### src/rtl/ex_div.sv
// Iterative 32-bit divider for the EX stage.
// Computes quotient (result_lo) and remainder (result_hi), signed or unsigned,
// with a restoring shift/subtract datapath that retires one quotient bit per
// cycle. Divide-by-zero short-circuits to zero results. The pipeline is stalled
// while a divide is pending, and a flush (annul) abandons it.
module ex_div (
  input  logic        clk,
  input  logic        rst,
  input  logic        start,
  input  logic        signed_div,
  input  logic [31:0] opdata1,
  input  logic [31:0] opdata2,
  input  logic        annul,
  output logic [31:0] result_lo,
  output logic [31:0] result_hi,
  output logic        ready,
  output logic        stallreq
);

  typedef enum logic [1:0] {
    StFree,
    StByZero,
    StOn,
    StEnd
  } state_e;

  state_e state_q, state_d;

  // Iteration counter: counts completed quotient bits while in StOn.
  logic [5:0]  cnt_q;
  // Partial remainder in [64:33], unconsumed dividend bits / growing quotient
  // in [32:0]. Bit 64 must take part in the compare: a partial remainder with
  // its top bit set, once shifted, still exceeds any 32-bit divisor.
  logic [64:0] dividend_q;
  logic [31:0] divisor_q;
  // Sign fixups captured with the operands so later operand changes are moot.
  logic        neg_quot_q;
  logic        neg_rem_q;

  // Operand conditioning.
  logic        op1_neg;
  logic        op2_neg;
  logic [31:0] op1_abs;
  logic [31:0] op2_abs;

  // One restoring step.
  logic        fits;
  logic [31:0] diff;
  logic [64:0] step;
  logic [31:0] quot_raw;
  logic [31:0] rem_raw;
  logic [31:0] quot_fix;
  logic [31:0] rem_fix;
  logic        last_iter;

  // Control strobes decoded from the state.
  logic        accept;
  logic        iterate;
  logic        load_div;
  logic        load_zero;
  logic        release_end;

  // Absolute values of the operands in signed mode; the most negative value
  // maps onto itself, which is exactly what the wrapping overflow case needs.
  always_comb begin
    op1_neg = signed_div & opdata1[31];
    op2_neg = signed_div & opdata2[31];
    op1_abs = op1_neg ? (~opdata1 + 32'd1) : opdata1;
    op2_abs = op2_neg ? (~opdata2 + 32'd1) : opdata2;
  end

  // Restoring division step and the sign-corrected results it would yield.
  always_comb begin
    fits     = dividend_q[64:32] >= {1'b0, divisor_q};
    // The low 32 bits of the difference are all that survive when it fits.
    diff     = dividend_q[63:32] - divisor_q;
    step     = fits ? {diff, dividend_q[31:0], 1'b1} : {dividend_q[63:0], 1'b0};
    quot_raw = step[31:0];
    rem_raw  = step[64:33];
    quot_fix = neg_quot_q ? (~quot_raw + 32'd1) : quot_raw;
    rem_fix  = neg_rem_q ? (~rem_raw + 32'd1) : rem_raw;
    last_iter = (cnt_q == 6'd31);
  end

  // FSM state register.
  always_ff @(posedge clk or posedge rst) begin
    if (rst) begin
      state_q <= StFree;
    end else begin
      state_q <= state_d;
    end
  end

  // FSM next-state logic.
  always_comb begin
    state_d = state_q;
    unique case (state_q)
      StFree: begin
        if (start && !annul) begin
          state_d = (opdata2 == 32'd0) ? StByZero : StOn;
        end
      end
      StByZero: begin
        state_d = annul ? StFree : StEnd;
      end
      StOn: begin
        if (annul) begin
          state_d = StFree;
        end else if (last_iter) begin
          state_d = StEnd;
        end
      end
      StEnd: begin
        // annul is deliberately ignored here: the result is already committed.
        if (!start) begin
          state_d = StFree;
        end
      end
      default: state_d = StFree;
    endcase
  end

  // FSM outputs: datapath strobes and the pipeline stall request.
  always_comb begin
    accept      = 1'b0;
    iterate     = 1'b0;
    load_div    = 1'b0;
    load_zero   = 1'b0;
    release_end = 1'b0;
    unique case (state_q)
      StFree:   accept      = start & ~annul;
      StByZero: load_zero   = ~annul;
      StOn: begin
        iterate  = ~annul;
        load_div = ~annul & last_iter;
      end
      StEnd:    release_end = ~start;
      default: ;
    endcase
    // Drops in the same cycle ready rises, since ready is the registered result.
    stallreq = start & ~annul & ~ready;
  end

  // Operand capture and one shift/subtract iteration per cycle.
  always_ff @(posedge clk or posedge rst) begin
    if (rst) begin
      cnt_q      <= 6'd0;
      dividend_q <= 65'd0;
      divisor_q  <= 32'd0;
      neg_quot_q <= 1'b0;
      neg_rem_q  <= 1'b0;
    end else if (accept) begin
      cnt_q      <= 6'd0;
      dividend_q <= {32'd0, op1_abs, 1'b0};
      divisor_q  <= op2_abs;
      neg_quot_q <= op1_neg ^ op2_neg;
      neg_rem_q  <= op1_neg;
    end else if (iterate) begin
      cnt_q      <= cnt_q + 6'd1;
      dividend_q <= step;
    end
  end

  // Result registers: loaded on completion, cleared when the result is released.
  always_ff @(posedge clk or posedge rst) begin
    if (rst) begin
      result_lo <= 32'd0;
      result_hi <= 32'd0;
      ready     <= 1'b0;
    end else if (load_div) begin
      result_lo <= quot_fix;
      result_hi <= rem_fix;
      ready     <= 1'b1;
    end else if (load_zero) begin
      result_lo <= 32'd0;
      result_hi <= 32'd0;
      ready     <= 1'b1;
    end else if (release_end) begin
      result_lo <= 32'd0;
      result_hi <= 32'd0;
      ready     <= 1'b0;
    end
  end

endmodule
### config.mk
export PLATFORM = sky130hd
export DESIGN_NAME = ex_div
export DESIGN_NICKNAME = d
export VERILOG_FILES = /design/src/rtl/ex_div.sv
export SDC_FILE = /design/constraint.sdc
export NUM_CORES = 1
export LEC_CHECK = 0
export BUFFER_PORTS_ARGS = -buffer_cell sky130_fd_sc_hd__buf_2
export CORE_ASPECT_RATIO = 1.1
export CORE_MARGIN = 2
export CORE_UTILIZATION = 55
export CTS_CLUSTER_DIAMETER = 40
export DETAILED_ROUTE_END_ITERATION = 7
export PLACE_DENSITY = 0.82
export SLEW_MARGIN = 10
export SYNTH_ARGS = -nofsm -noshare
export SYNTH_HDL_FRONTEND = slang
export SYNTH_SLANG_ARGS = --single-unit
### constraint.sdc
create_clock -name clk -period 11.2 [get_ports clk]
set_input_delay 2.24 -clock clk [delete_from_list [all_inputs] [get_ports clk]]
set_output_delay 2.24 -clock clk [all_outputs]
set_load 0.01 [all_outputs]
==> results of run 1 <==
## worst max-delay path by stage
stage / from / end / slack (ps)
2_1_floorplan: rst / cnt_q[0] / 4300
3_3_place_gp: dividend_q[41] / result_hi[26] / 5670
3_5_place_dp: dividend_q[41] / result_hi[26] / 5420
4_1_cts: dividend_q[41] / result_hi[26] / 5370
5_1_grt: dividend_q[41] / result_hi[26] / 4800
6_report: dividend_q[41] / result_hi[26] / 5220
## cell families after synthesis
| family | after synthesis | synth area share, % |
|---|---|---|
| and+or+nand+nor | 578 | 21.5 |
| AOI/OAI and AO/OA | 433 | 22.5 |
| DFF | 172 | 34.9 |
| buffers and inverters | 145 | 5.25 |
| xor gates and xnor gates | 141 | 10.0 |
| adders and majority gates | 42 | 4.32 |
| muxes | 17 | 1.42 |
## sequential cells by signal (all words and copies together), names as in the netlist
name and count:
dividend_q 65, divisor_q 32, result_hi 32, result_lo 32, cnt_q 6, state_q 2
neg_quot_q 1, neg_rem_q 1, ready 1
## Yosys cell counts, types with 5 or more instances
| master | instances | area share (%) |
|---|---|---|
| nand2_1 | 253 | 7.7 |
| and3_1 | 7 | 0.36 |
| a21oi_1 | 78 | 3.2 |
| o21ai_1 | 7 | 0.28 |
| nand2b_1 | 11 | 0.56 |
| o211ai_1 | 6 | 0.37 |
| a21boi_0 | 5 | 0.30 |
| o2111a_1 | 5 | 0.46 |
| xnor2_1 | 60 | 4.3 |
| xor2_1 | 81 | 5.8 |
| o21a_1 | 6 | 0.37 |
| nor4_1 | 19 | 0.96 |
| ha_1 | 41 | 4.2 |
| nor2b_1 | 10 | 0.51 |
| nor3_1 | 32 | 1.3 |
| o21ai_0 | 146 | 5.9 |
| clkbuf_1 | 65 | 2.0 |
| a21o_1 | 13 | 0.79 |
| buf_1 | 8 | 0.24 |
| nand4_1 | 15 | 0.76 |
| a211oi_1 | 32 | 1.9 |
| inv_1 | 57 | 1.7 |
| or3_1 | 21 | 1.1 |
| nor2_1 | 143 | 4.4 |
| or4_1 | 18 | 1.1 |
| nand3_1 | 16 | 0.65 |
| dfrtp_1 | 172 | 35 |
| o41ai_1 | 12 | 0.85 |
| o31ai_1 | 25 | 1.5 |
| a31oi_1 | 40 | 2.0 |
| mux2i_1 | 13 | 1.1 |
| and2_1 | 7 | 0.36 |
## layout make-up
class	count	area (µm²)	area share [%]
Clock buffer	17	425	3.12
Clock inverter	15	166	1.22
Inverter	58	223	1.64
Multi-Input combinational cell	1211	7400	54.3
Sequential cell	172	4300	31.6
Tap cell	295	369	2.71
Timing Repair Buffer	142	731	5.37
## power by group through the flow
stage	clock network (mW)	registers, mW	logic (mW)
6_report	0.599	1.06	3.14
3_5_place_dp	0	1.06	3.05
2_1_floorplan	0	0.971	2.43
4_1_cts	0.605	1.05	3.07
3_3_place_gp	0	1.05	3.00
5_1_grt	0.632	1.09	3.43
## layout by cell type, fill, tap and decap left out, drive strengths merged, types with 12 or more instances in the layout
master,count
xnor2,60
a211oi,33
dfrtp,172
nand2,253
clkbuf,17
o41ai,12
nand4,16
a21oi,79
nand3,17
or3,21
o21ai,155
o31ai,27
nor4,19
mux2i,13
a21o,14
a31oi,40
xor2,81
or4,18
ha,41
buf,142
nor2,143
nor3,32
inv,67
## metal layers
metal / GRT usage [%] / vias to the layer above / part of all wire (%)
met1: 39.7 / 5676 / 43
met5: 0 / - / 0
met2: 48.0 / 472 / 48
met4: 11.9 / 0 / 3.2
met3: 3.87 / 79 / 6.1
li1: - / 5576 / -
## through the flow
stage / area [µm²] / power (mW)
3_3_place_gp: 13000 / 4.05
4_1_cts: 13600 / 4.73
5_1_grt: 13600 / 5.15
3_5_place_dp: 13000 / 4.11
2_1_floorplan: 12300 / 3.41
6_report: 13600 / 4.80
## critical path, stage by stage, from the launching register on
cell and delay, ps:
dfrtp_1 430, ha_1 500, nand4_1 310, o21ai_1 390, o31ai_4 140, a211oi_2 480
or3_1 180, buf_4 460, mux2i_1 380, ha_1 230, inv_1 70, nor4_1 370
or4b_1 550, a211o_1 300, a221oi_2 380, nand3_1 180, o31ai_2 230, xnor2_1 150
o21ai_1 70
==> impl_summary.txt, run 1 <==
----------------------------------------------------
[Run status]
  Run status ... finished clean

[Global routing]
  Aggregate global routing overflow ... 0
  GRT Total Usage ... 29.4%
  Vias in the first global route ... 11100
  Maximum number of pins on one net before global-route repair ... 125
  Antenna violations before repair ... 1
  First-pass GRT wire length ... 56500 µm

[Synthesis]
  Count of warnings emitted by yosys ... 0
  Flops & latches, synth ... 172
  Synthesized Nets ... 1639
  Dominant register cell in the synthesized netlist ... dfrtp_1
  Share of flip-flops with an asynchronous set or reset after synthesis ... 100%
  Number of instances in the synthesized netlist ... 1528
  Combined area of all synthesized cells ... 12300 µm²
  Average cell area after synthesis ... 8.07 µm²
  Number of enable flip-flop cells after synthesis ... 0
  Share of the yosys chip area belonging to registers ... 34.9%
  Synth unique cells ... 90

[Clock network]
  Clk root buf ... clkbuf_16
  Cts bufs inserted ... 17
  TritonCTS clock tree ... built
  Latest clock arrival within the worst-skew pair ... 450 ps
  Number of buffers added for setup after CTS ... 0
  Post-cts repair resize count ... 0
  Number of buffers on the longest clock path ... 2
  Clock-pin slew on the worst setup and hold paths ... 70 ps
  H-tree level count ... 4
  Number of buffers added to fix hold violations after cts ... 0
  Clock Sinks ... 172

[Worst setup path]
  Worst reg2reg endpoint ... result_hi[26]
  Startpoint types ... flip-flop
  Reg2Reg Launch Point ... dividend_q[41]
  Critical path class ... flip-flop to flip-flop
  Maximum fanout count along the critical path ... 47
  Critical Path Sink Type ... flip-flop
  R2R depth ... 18
  CP Data Arrival Time ... 6280 ps
  Required time at the endpoint of the critical path ... 11510 ps
  R2R Setup Slk ... 5220 ps

[Timing]
  Final setup margin ... 5220 ps
  Worst slew margin relative to its limit ... 24.3%
  WHS ... 474 ps
  Number of setup violations in the final report ... 0
  Setup repair after global routing missed its margin ... false
  Final Slew Violations ... 0
  Slew @ Worst Pin ... 1140 ps
  Worst clock skew ... 12.9 ps
  Final critical path time including I/O delays and setup ... 5980 ps
  Fmax achieved ... 167 MHz
  Number of hold violations in the final report ... 0
  Total Neg Setup Slack ... 0 ps
  Final clock period utilization by the worst path ... 53.4%

[Floorplan]
  Number of top-level pins ... 135
  Row count ... 57
  Floorplan die area ... 23600 µm²
  Horizontal die dimension ... 147 µm
  Core Footprint ... 22000 µm²
  Effective utilization at floorplan ... 55.9%
  DIE HEIGHT ... 161 µm

[Worst hold path]
  Hold path startpoint ... result_lo[5]
  Hold Path Class ... flip-flop to flip-flop
  Hold Path Sink ... result_lo[5]
  Depth of the worst hold-timing path ... 2

[Route]
  WL/cell ... 18.1 µm
  Initial DRC count ... 983
  DR vias ... 11800
  Post-detailed-route DRC marker count ... 0
  Average via count per standard cell ... 6.18
  First drt pass iteration count ... 6
  Residual antenna-violating net count after detailed routing ... 0
  Final routed wirelength across all metal layers ... 34600 µm

[Pwr]
  Power density over the cells ... 352 nW/µm²
  Leakage power of the design ... 6.05 nW
  Sw Ratio ... 52.6%
  Combinational power share ... 65.4%
  Share of total power in sequential cells ... 22.1%
  Internal power summed over all cells ... 2.27 mW
  Max IR drop VDD ... 224 µV
  Switching power of the nets ... 2.53 mW
  Clock Power Share ... 12.5%

[Cells and area]
  Number of fill cells ... 1928
  Non-filler cells in the finished layout ... 1910
  Relative area change from synthesis to final layout ... 10.5%
  Share of the core filled with cells ... 61.8%
  Ant. Diodes ... 0
  Proportion of layout cells with a drive suffix above 1 ... 13.1%
  Nets@finish ... 1713

[Placed design]
  Number of buffer cells added on primary ports ... 134
  Final Wtd Congestion ... 0.967
  Final HPWL DP ... 25000 µm
  Setup slack after placement ... 5420 ps
  Number of placed cells counting well taps ... 1878

[Job]
  Max-Cap Viols ... 0

----------------------------------------------------
Note: power is estimated with default switching activity, not from simulation.
==> run 2: changes to the inputs <==
- ABC_AREA: not set -> 1
- PLACE_DENSITY: 0.82 -> 0.81
- clock period: 11.2 -> 5.51 ns (I/O delays scaled with it)
==> run 2 against run 1 <==
Routed wire length up 24%. Via count up 15%. Sequential share of layout area down 2.1 points. Final area up 7.1%. Critical endpoint is now result_lo[24]. Clock skew up 6.2 ps. Critical path depth up 7.
==> impl_summary.txt, run 2 <==
----------------------------------------------------
[Placed design]
  Final Wtd Congestion ... 1.00 (+3.6%)
  Final HPWL DP ... 32900 µm (+32%)
  Number of placed cells counting well taps ... 2398 (+28%)
  Number of buffer cells added on primary ports ... 134 (unchanged)
  Setup slack after placement ... 1030 ps (-4390 ps)
  Post-place instance area ... 14000 µm² (+7.2%)

[Timing]
  Fmax achieved ... 217 MHz (+30%)
  Total Neg Setup Slack ... 0 ps (unchanged)
  Setup repair after global routing missed its margin ... false
  WHS ... 476 ps (+1.90 ps)
  Slew @ Worst Pin ... 953 ps (-184 ps)
  Worst clock skew ... 19.1 ps (+6.18 ps)
  Number of setup violations in the final report ... 0 (unchanged)
  Worst slew margin relative to its limit ... 36.4% (+12 points)
  Final critical path time including I/O delays and setup ... 4610 ps (-1370 ps)
  Final setup margin ... 900 ps (-4320 ps)
  Number of hold violations in the final report ... 0 (unchanged)
  Final clock period utilization by the worst path ... 83.7% (+30 points)
  Final Slew Violations ... 0 (unchanged)

[Floorplan]
  Number of top-level pins ... 135 (unchanged)
  Row count ... 59 (+3.5%)
  Core Footprint ... 23500 µm² (+6.5%)
  Horizontal die dimension ... 151 µm (+2.9%)
  Effective utilization at floorplan ... 55.6% (-0.30 points)
  DIE HEIGHT ... 166 µm (+2.9%)
  Floorplan die area ... 25000 µm² (+5.8%)

[Cells and area]
  Most common cell after layout, fill and taps aside ... nand2_1
  Non-Filler Cell Area, Final ... 14600 µm² (+7.1%)
  Max reg flops ... 65 (unchanged)
  Ant. Diodes ... 0 (unchanged)
  Sequential standard cell area ... 4300 µm² (unchanged)
  Commonest cells after routing, fill and taps aside ... 632 x nand2_1, 289 x inv_1, 187 x nand3_1
  Area of combinational cells with multiple inputs ... 7360 µm² (-0.51%)
  Non-filler cells in the finished layout ... 2430 (+27%)
  Relative area change from synthesis to final layout ... 11.7%
  Top register by number of flip-flops ... dividend_q
  Proportion of layout cells with a drive suffix above 1 ... 11.8% (-1.3 points)
  Nets@finish ... 2223 (+30%)
  Number of fill cells ... 2259 (+17%)

[Worst hold path]
  Hold Path Class ... flip-flop to flip-flop

[Synthesis]
  Portion of synthesized cell area occupied by the leading cell type ... 33.0% (-2.0 points)
  Commonest cells post-synth ... 632 x nand2_1, 291 x inv_1, 187 x nand3_1
  Library cell with the largest summed area after synthesis ... dfrtp_1
  Share of the synthesized area in compound gates (AO/OA/AOI/OAI) ... 12.5% (-10 points)
  Leading cell type by number of instances after synthesis ... nand2_1
  Dominant register cell in the synthesized netlist ... dfrtp_1
  Adder-cell share of the synthesized area ... 4.08% (-0.24 points)
  Number of enable flip-flop cells after synthesis ... 0 (unchanged)
  Combinational family with the most area after synthesis ... simple AND/OR/NAND/NOR gates
  Average cell area after synthesis ... 6.50 µm² (-19%)
  Post-Synth XOR/XNOR Area ... 3.08% (-6.9 points)
  Flops & latches, synth ... 172 (unchanged)
  Count of warnings emitted by yosys ... 0 (unchanged)
  Number of instances in the synthesized netlist ... 2008 (+31%)
  Share of cell area taken by muxes after synthesis ... 0% (-1.4 points)
  Synth top area cells ... dfrtp_1 33%, nand2_1 18%, inv_1 8.4%
  Synthesized Nets ... 2119 (+29%)
  Synth unique cells ... 55 (-39%)
  Combined area of all synthesized cells ... 13100 µm² (+6.0%)
  Share of flip-flops with an asynchronous set or reset after synthesis ... 100% (unchanged)
  Synthesized-area fraction occupied by and/or/nand/nor cells ... 36.6% (+15 points)
  Share of the yosys chip area belonging to registers ... 33.0% (-2.0 points)

[Clock network]
  Clock-pin slew on the worst setup and hold paths ... 80 ps (about the same)
  Clock Sinks ... 172 (unchanged)
  Number of buffers added to fix hold violations after cts ... 0 (unchanged)
  Latest clock arrival within the worst-skew pair ... 450 ps (about the same)
  Post-cts repair resize count ... 0 (unchanged)
  Cts bufs inserted ... 17 (unchanged)
  Clk root buf ... clkbuf_16
  Number of buffers on the longest clock path ... 2 (unchanged)
  H-tree level count ... 4 (unchanged)
  TritonCTS clock tree ... built
  Number of buffers added for setup after CTS ... 0 (unchanged)

[Global routing]
  Antenna violations before repair ... 0 (-1)
  Vias in the first global route ... 12900 (+17%)
  First-pass GRT wire length ... 68200 µm (+21%)
  GRT Total Usage ... 35.0% (+5.7 points)
  Maximum number of pins on one net before global-route repair ... 91 (-27%)
  Aggregate global routing overflow ... 0 (unchanged)

[Route]
  Residual antenna-violating net count after detailed routing ... 0 (unchanged)
  Average via count per standard cell ... 5.61 (-9.3%)
  Routed length on met2 ... 19800 µm (+20%)
  Uppermost signal routing layer after detailed routing ... met4
  DR vias ... 13600 (+15%)
  Post-detailed-route DRC marker count ... 0 (unchanged)
  WL/cell ... 17.6 µm (-2.7%)
  Initial DRC count ... 1264 (+29%)
  Final routed wirelength across all metal layers ... 42800 µm (+24%)
  Wl on met1 ... 17200 µm (+16%)
  Detailed-routed wire length on met3 ... 3210 µm (+51%)
  First drt pass iteration count ... 6 (unchanged)

[Pwr]
  Power density over the cells ... 634 nW/µm² (+80%)
  Max IR drop VDD ... 370 µV (+65%)
  Leakage power of the design ... 7.79 nW (+29%)

[Job]
  Max-Cap Viols ... 0 (unchanged)

[Worst setup path]
  Critical path class ... flip-flop to flip-flop
  Critical Path Sink Type ... flip-flop
  Startpoint types ... flip-flop
  Required time at the endpoint of the critical path ... 5850 ps (-5660 ps)
  CP Data Arrival Time ... 4950 ps (-1330 ps)
  Maximum fanout count along the critical path ... 37 (-21%)

[Run status]
  Run status ... finished clean

----------------------------------------------------
==> run 2: worst paths after layout <==
check | end | cells past startpoint | slack [ps] | from
worst max-delay path | result_lo[24] | 25 | 900 | divisor_q[24]
worst min-delay path | result_hi[1] | 2 | 480 | result_hi[1]
worst max register to register | result_lo[24] | 25 | 900 | divisor_q[24]
worst min register to register | result_hi[1] | 2 | 480 | result_hi[1]
max in group asynchronous | result_lo[12] | 3 | 3600 | rst
min in group asynchronous | result_hi[26] | 2 | 850 | rst
==> run 2: final cells by class <==
type                       count  area share (%)
multi-input combinational   1473            50.5
sequential                   172            29.5
inverter                     300            7.74
timing repair buffer         148            5.40
clock buffer                  17            2.92
tap                          305            2.62
clock inverter                15            1.35
==> run 2: per-layer routing <==
| metal | vias up | track usage (%) |
|---|---|---|
| li1 | 6653 | - |
| met1 | 6241 | 45.3 |
| met2 | 582 | 57.0 |
| met3 | 145 | 4.63 |
| met4 | 0 | 18.3 |
| met5 | - | 0 |
==> run 2: power by group <==
part,switching [mW],total (mW),internal (mW)
sequential,0.305,1.89,1.59
clock,0.627,1.29,0.659
combinational,4.35,6.07,1.72
total,5.28,9.25,3.97
==> run 2: critical path, stage by stage (launching register included) <==
cell,delay [ps]
dfrtp_1,390
inv_1,130
ha_1,300
a21oi_1,250
nand2_1,110
inv_1,60
nand2_1,60
inv_2,80
nor2_4,50
nor2_8,370
nand2_8,300
inv_2,230
ha_1,240
nand4_1,180
inv_1,110
nand2_1,70
inv_1,70
nand2_1,130
nor3_4,210
nand4_1,190
or2_1,290
or2_2,310
o21ai_1,190
nand2_1,70
nand2_1,60
o21ai_1,60
==> run 2: logic make-up after synthesis <==
family | Yosys count
AND/OR/NAND/NOR | 1103
buffers and inverters | 363
XOR/XNOR | 46
flip-flops | 172
AO/OA/AOI/OAI | 282
adder cells (fa/ha/maj) | 42
==> run 2: per-stage QoR <==
stage / power [mW] / utilization, %
finish: 9.25 / 62.2
global route: 10.0 / 62.2
CTS: 9.15 / 62.2
detailed placement: 7.82 / 59.5
global placement: 7.76 / 59.5
floorplan: 6.18 / -
